==> config.mk <==
export PLATFORM = sky130hd
export DESIGN_NAME = cordic_result_fifo_slave
export DESIGN_NICKNAME = d
export VERILOG_FILES = /design/src/rtl/cordic_result_fifo_slave.sv
export SDC_FILE = /design/constraint.sdc
export NUM_CORES = 1
export LEC_CHECK = 0
export BUFFER_PORTS_ARGS = -buffer_cell sky130_fd_sc_hd__buf_4
export CAP_MARGIN = 20
export CELL_PAD_IN_SITES_DETAIL_PLACEMENT = 1
export CELL_PAD_IN_SITES_GLOBAL_PLACEMENT = 1
export CORE_ASPECT_RATIO = 0.8
export CORE_MARGIN = 5
export CORE_UTILIZATION = 24
export DETAILED_ROUTE_END_ITERATION = 7
export PLACE_DENSITY = 0.52
export SLEW_MARGIN = 5
export SYNTH_ARGS = -nofsm -noshare
export SYNTH_HDL_FRONTEND = slang
export SYNTH_SLANG_ARGS = --single-unit
export TNS_END_PERCENT = 20
==> constraint.sdc <==
create_clock -name clk -period 5.42 [get_ports clk]
set_input_delay 0.271 -clock clk [delete_from_list [all_inputs] [get_ports clk]]
set_output_delay 0.271 -clock clk [all_outputs]
set_load 0.05 [all_outputs]
==> src/rtl/cordic_result_fifo_slave.sv <==
// Memory-mapped read slave buffering CORDIC cosine results in a FIFO.
// Word map: 0 DATA (pop), 1 STATUS, 2 CONTROL (flush / clear stickies), 3 ID.
module cordic_result_fifo_slave #(
  parameter int unsigned DATA_W   = 32,
  parameter int unsigned DEPTH    = 16,
  parameter logic [31:0] ID_VALUE = 32'hC0510001
) (
  input  logic              clk,
  input  logic              aclr,
  input  logic              in_valid,
  input  logic [DATA_W-1:0] in_data,
  output logic              in_ready,
  input  logic [1:0]        address,
  input  logic              read,
  input  logic              write,
  input  logic [DATA_W-1:0] writedata,
  output logic [DATA_W-1:0] readdata,
  output logic              readdatavalid
);

  localparam int unsigned AW = $clog2(DEPTH);
  localparam int unsigned CW = AW + 1;

  localparam logic [1:0] ADDR_DATA    = 2'd0;
  localparam logic [1:0] ADDR_STATUS  = 2'd1;
  localparam logic [1:0] ADDR_CONTROL = 2'd2;
  localparam logic [1:0] ADDR_ID      = 2'd3;

  logic [DATA_W-1:0] mem [DEPTH];
  logic [AW-1:0]     wr_ptr;
  logic [AW-1:0]     rd_ptr;
  logic [CW-1:0]     count;
  logic              overflow;
  logic              underflow;

  logic              empty_c;
  logic              full_c;
  logic              flush_c;
  logic              clr_sticky_c;
  logic              push_c;
  logic              pop_req_c;
  logic              pop_c;
  logic              ovf_set_c;
  logic              unf_set_c;
  logic [DATA_W-1:0] status_c;
  logic [DATA_W-1:0] rdata_c;

  // Only CONTROL bits [1:0] carry meaning.
  logic unused_wd;
  assign unused_wd = ^writedata[DATA_W-1:2];

  // Access decode and FIFO handshake
  always_comb begin
    empty_c      = (count == '0);
    full_c       = (count == CW'(DEPTH));
    flush_c      = write && (address == ADDR_CONTROL) && writedata[0];
    clr_sticky_c = write && (address == ADDR_CONTROL) && writedata[1];
    in_ready     = !full_c && !flush_c;
    push_c       = in_valid && in_ready;
    pop_req_c    = read && (address == ADDR_DATA);
    pop_c        = pop_req_c && !empty_c;
    ovf_set_c    = in_valid && full_c;
    unf_set_c    = pop_req_c && empty_c;
  end

  // Read mux; every field reflects state before this cycle's updates
  always_comb begin
    status_c           = '0;
    status_c[0]        = empty_c;
    status_c[1]        = full_c;
    status_c[2]        = overflow;
    status_c[3]        = underflow;
    status_c[8 +: CW]  = count;
    rdata_c            = '0;
    case (address)
      ADDR_DATA:    rdata_c = empty_c ? '0 : mem[rd_ptr];
      ADDR_STATUS:  rdata_c = status_c;
      ADDR_CONTROL: rdata_c = '0;
      ADDR_ID:      rdata_c = DATA_W'(ID_VALUE);
      default:      rdata_c = '0;
    endcase
  end

  // Storage is not reset; pointers and count define validity.
  always_ff @(posedge clk) begin
    if (!aclr && push_c) begin
      mem[wr_ptr] <= in_data;
    end
  end

  // Pointers, occupancy, sticky flags and registered read port
  always_ff @(posedge clk) begin
    if (aclr) begin
      wr_ptr        <= '0;
      rd_ptr        <= '0;
      count         <= '0;
      overflow      <= 1'b0;
      underflow     <= 1'b0;
      readdata      <= '0;
      readdatavalid <= 1'b0;
    end else begin
      if (flush_c) begin
        wr_ptr <= '0;
        rd_ptr <= '0;
        count  <= '0;
      end else begin
        if (push_c) begin
          wr_ptr <= wr_ptr + AW'(1);
        end
        if (pop_c) begin
          rd_ptr <= rd_ptr + AW'(1);
        end
        count <= count + CW'(push_c) - CW'(pop_c);
      end
      // A same-cycle set beats clear
      overflow      <= (overflow  && !clr_sticky_c) || ovf_set_c;
      underflow     <= (underflow && !clr_sticky_c) || unf_set_c;
      readdatavalid <= read;
      if (read) begin
        readdata <= rdata_c;
      end
    end
  end

endmodule

======== Yosys cells after proc, flatten, opt, wreduce, memory -nomap -nowiden ========
Memory sizes are Yosys's and may differ from the RTL's. A register that Yosys moved wholly into a read port is not among the register bits.
Index checks and enable logic that the tools add are counted.
storage, ports and cells
  memories ................................ 1
  bits of input ports ..................... 71
  RAM bits ................................ 512
  word-level logic and storage cells ...... 44
  register bits ........................... 48
  output and inout bits ................... 34
memories
  name  words  bits a word  read ports  clocked after memory_dff  wr ports  line  source
  mem   16     32           1           1                         1         29    logic [DATA_W-1:0] mem [DEPTH];
operators by class
  reductions and logical operators ........ 22
  $add $sub $neg .......................... 4
  equal/unequal tests ..................... 4
  mux-type cells .......................... 6
operators with widths
  kind                   number
  $pmux W32 S4           1
  $mux W32               1
  $logic_and A1 B1 Y1    12
  $add A4 B1 Y4 const B  2
  $mux W4                2
  $add A5 B1 Y5          1
  $eq A5 B5 Y1 const B   1
  $logic_not A1 Y1       5
  $logic_not A5 Y1       1
  $sub A5 B1 Y5          1
  $eq A2 B2 Y1 const B   2
  $eq A2 B1 Y1 const B   1
  $logic_not A2 Y1       1
  $logic_or A1 B1 Y1     2
  $mux W1                2
  $reduce_or A2 Y1       1

======== Depth between registers and ports, before layout ========
  word-level depth ........................ 9
  mapped depth ............................ 15
  gate-level depth less buffers ........... 14

======== Worst setup path before layout ========
No wires, ideal clock.
  kind .................................... reg-to-reg
  from .................................... register count[2]
  to ...................................... memory mem[12][0], enable pin
  cell stages (with the launch flop) ...... 8
  period minus slack after synthesis ...... 2935 ps
  setup time .............................. 421 ps
  buffers on the path ..................... 1
  path slack .............................. 2485 ps
  required time ........................... 4999 ps
  data arrival time ....................... 2513 ps
  cell sequence ........................... dfxtp_1 -> inv_1 -> ha_1 -> nand4bb_1 -> and3_1 -> buf_2 -> nand2_1 -> nor2_1
on the way
  word-level cells in the longest chain between the ends .. 7
ends and longest elaborated chain
  item                           line  source
  from (decl)                    32    logic [CW-1:0] count;
  from (signal assigned)         113   count <= count + CW'(push_c) - CW'(pop_c);
  $eq A5 B5 Y1                   55    full_c = (count == CW'(DEPTH));
  $logic_not A1 Y1               58    in_ready = !full_c && !flush_c;
  $logic_and A1 B1 Y1            58
  $logic_and A1 B1 Y1            59    push_c = in_valid && in_ready;
  $logic_and A1 B1 Y1            86    if (!aclr && push_c) begin
  $mux W1                        86
  $mux W1 (implied by the code)  87    mem[wr_ptr] <= in_data;
  to (decl)                      29
No other way between the ends.

======== Final worst setup path ========
  from .................................... register count[2]
  to ...................................... memory mem[1][7], enable pin
The elaborated chain is that of the path after synthesis.

==> results_dict.tcl <==
set metrics [dict create \
    layout_commonest_cell "edfxtp_1" \
    worstSkewPairLatency_ns 0.61 \
    syn-num-nets 1176 \
    drv_slew 0 \
    layout.nets 1321 \
    port_buffers 74 \
    drc 0 \
    worstPathArrival_ns 3.49 \
    first_iter_violations 756 \
    ant_nets 0 \
    grt_use_met1 0.154 \
    cp-start-kind "register" \
    maxCapViolations 0 \
    synth-compound-area-share 0.0267 \
    gr-usage-all-layers 0.115 \
    cts-htree-levels 2 \
    ir_drop_v 0.000210 \
    cts_setup_buffers 0 \
    dp_hpwl_um 32600 \
    start_util 0.242 \
    finalWirelength_um 56500 \
    dr_total_vias 10812 \
    muxShareOfSynthArea 0.156 \
    cts_tree "yes" \
    dr.pass1.iters 4 \
    yosysWarnings 0 \
    ys.flop_type "edfxtp_1" \
    synthSimpleGateAreaFrac 0.0357 \
    fmaxAchievable_mhz 311 \
    cts.sinks 564 \
    finalSetupTns_ns 0 \
    synth_top_family_by_area "multiplexers" \
    setup_violations 0 \
    rsz0062_at_grt "no" \
    critical_path.max_fanout 22 \
    ys_seq_area_frac 0.755 \
    cts_buffer_depth 3 \
    syn_area_um2 21700 \
    final_area_um2 26000 \
    grt_overflow 0 \
    powerDensity_nw_per_um2 360 \
    busiest_layer "met2" \
    period_minus_slack_ns 3.21 \
    final-hold-violation-count 0 \
    status "complete, no violations" \
    synth_edf_count 512 \
    max_slew_margin 0.234 \
    tightest_slew_ns 1.15 \
    ys_ff_latch 564 \
    root_buffer "clkbuf_16" \
    synth_adder_area_share 0.00725 \
    die_area_um2 96700 \
    drive_gt1_frac 0.250 \
    worstPathRequired_ns 5.70 \
    io_pins 105 \
    fin_crit_sh 0.593 \
    fp.dieH_um 279 \
    clk_pin_slew_ns 0.06 \
    critPathCaptureType "register" \
    detail_route.wl_per_cell_um 22.7 \
    place_congestion 0.733 \
    grt.met2_usage 0.195 \
    rows 98 \
    cts_resized 0 \
    hold_path_class "input port to register" \
    synth_area_per_cell_um2 19.9 \
    syn2layout_area_growth_pct 19.5 \
    clock_skew_ns 0.0260 \
    grt_pass1_wl_um 82500 \
    antenna_found_initial 3 \
    use_met3 0.0192 \
    syn_inst 1093 \
    async_flop_share 0 \
    grt_max_degree 58 \
    pre_cts_ws_ns 2.16 \
    via_per_inst 4.35 \
    layout_setup_ws_ns 2.21 \
    cts_buffers 60 \
    p_leak_uw 0.00805 \
    grt_pass1_vias 11876 \
    dpl_cell_area_um2 23900 \
    design.core.area_um2 89600 \
    die_w_um 346 \
    layout_common_cells "512 x edfxtp_1, 107 x mux4_2, 103 x buf_4" \
    path_class "register to register" \
    netlist-cell-type-count 58 \
    synth_xor_area_frac 0.00322 \
]
## synthesized netlist by cell type, drive strengths merged, types with 2 or more instances
cell type | n | area, µm²
and3 | 4 | 25.0
xnor2 | 5 | 43.8
mux4 | 107 | 2410
nor2b | 9 | 56.3
a22oi | 10 | 75.1
dfxtp | 52 | 1040
nand2 | 33 | 124
a21oi | 15 | 75.1
a211o | 18 | 158
nand3 | 10 | 50.1
or4 | 2 | 15.0
buf | 39 | 235
xor2 | 3 | 26.3
or3 | 2 | 12.5
inv | 15 | 56.3
nor2 | 72 | 270
nand4 | 7 | 50.1
a31oi | 5 | 31.3
o21bai | 4 | 30.0
mux2 | 11 | 124
or4b | 2 | 20.0
clkbuf | 15 | 61.3
nor3b | 2 | 15.0
and2 | 3 | 18.8
o21ai | 3 | 18.8
ha | 11 | 138
nor3 | 4 | 20.0
nand2b | 2 | 12.5
edfxtp | 512 | 15400
o221ai | 11 | 96.3
mux2i | 85 | 851
nand4b | 2 | 17.5
## per-stage QoR
stage,std cells,util,hold slack [ns],total power [µW]
after floorplan,1093,-,0.370,5420
after global placement,2342,0.266,0.457,5680
after detailed placement,2343,0.266,0.459,5700
after CTS,2485,0.290,0.00507,9490
after global routing,2486,0.290,0.0226,9760
final,2488,0.290,0.0458,9370
## worst max-delay path, cell delays in order (launching register included)
cell	delay (ns)
dfxtp_1	0.37
inv_1	0.08
ha_1	0.24
nand4bb_1	0.21
and3_1	0.32
nand2_1	0.28
nor2_4	0.96
buf_4	0.41
## registers in the layout, summed over array words and instances, names as in the netlist, named ones only
register and count:
mem 512, count 5, wr_ptr 4, readdata 32, overflow 1, rd_ptr 4
underflow 1, readdatavalid 1
## cell type report
| cell class | count | area, µm² |
|---|---|---|
| Clock buffer | 84 | 1610 |
| Inverter | 15 | 56.3 |
| Antenna cell | 2 | 5.00 |
| Clock inverter | 26 | 155 |
| Tap cell | 1200 | 1500 |
| Timing Repair Buffer | 137 | 1130 |
| Fill cell | 9183 | 63700 |
| Sequential cell | 564 | 16400 |
| Multi-Input combinational cell | 460 | 5090 |
## cells by family (layout without fill, tap and decap cells)
| group | count (synthesis) | in the layout |
|---|---|---|
| compound gates | 77 | 77 |
| xor+xnor | 8 | 8 |
| fa+ha+maj | 12 | 12 |
| buf+inv | 69 | 262 |
| flops | 564 | 564 |
| mux | 203 | 203 |
| other cells | 0 | 2 |
| simple gates | 160 | 160 |
## metal layers
layer	wire length [µm]	share of wire	vias up
met2	27700	0.49	182
li1	-	-	4743
met5	7	0.00012	-
met4	1020	0.018	2
met1	25600	0.45	5816
met3	2130	0.038	69
## path summary, 6_finish.rpt
path	slack, ns	end	cells after the start	startpoint
hold reg to reg	0.46	readdata[4]	1	readdata[4]
setup reg to reg	2.21	mem[1][7]	7	count[2]
setup / recovery	2.21	mem[1][7]	7	count[2]
hold / removal	0.05	overflow	5	in_valid
## where the power goes
group | switching [µW] | internal [µW]
Sequential | 81.2 | 4840
Clock | 1650 | 2100
Combinational | 424 | 268
Total | 2150 | 7210
## repair_timing
action                     4_1_cts  5_1_grt
hold endpoints to repair       512        0
setup endpoints to repair        0        0
hold buffers                    32        0
Note: power is estimated with default switching activity, not from simulation.
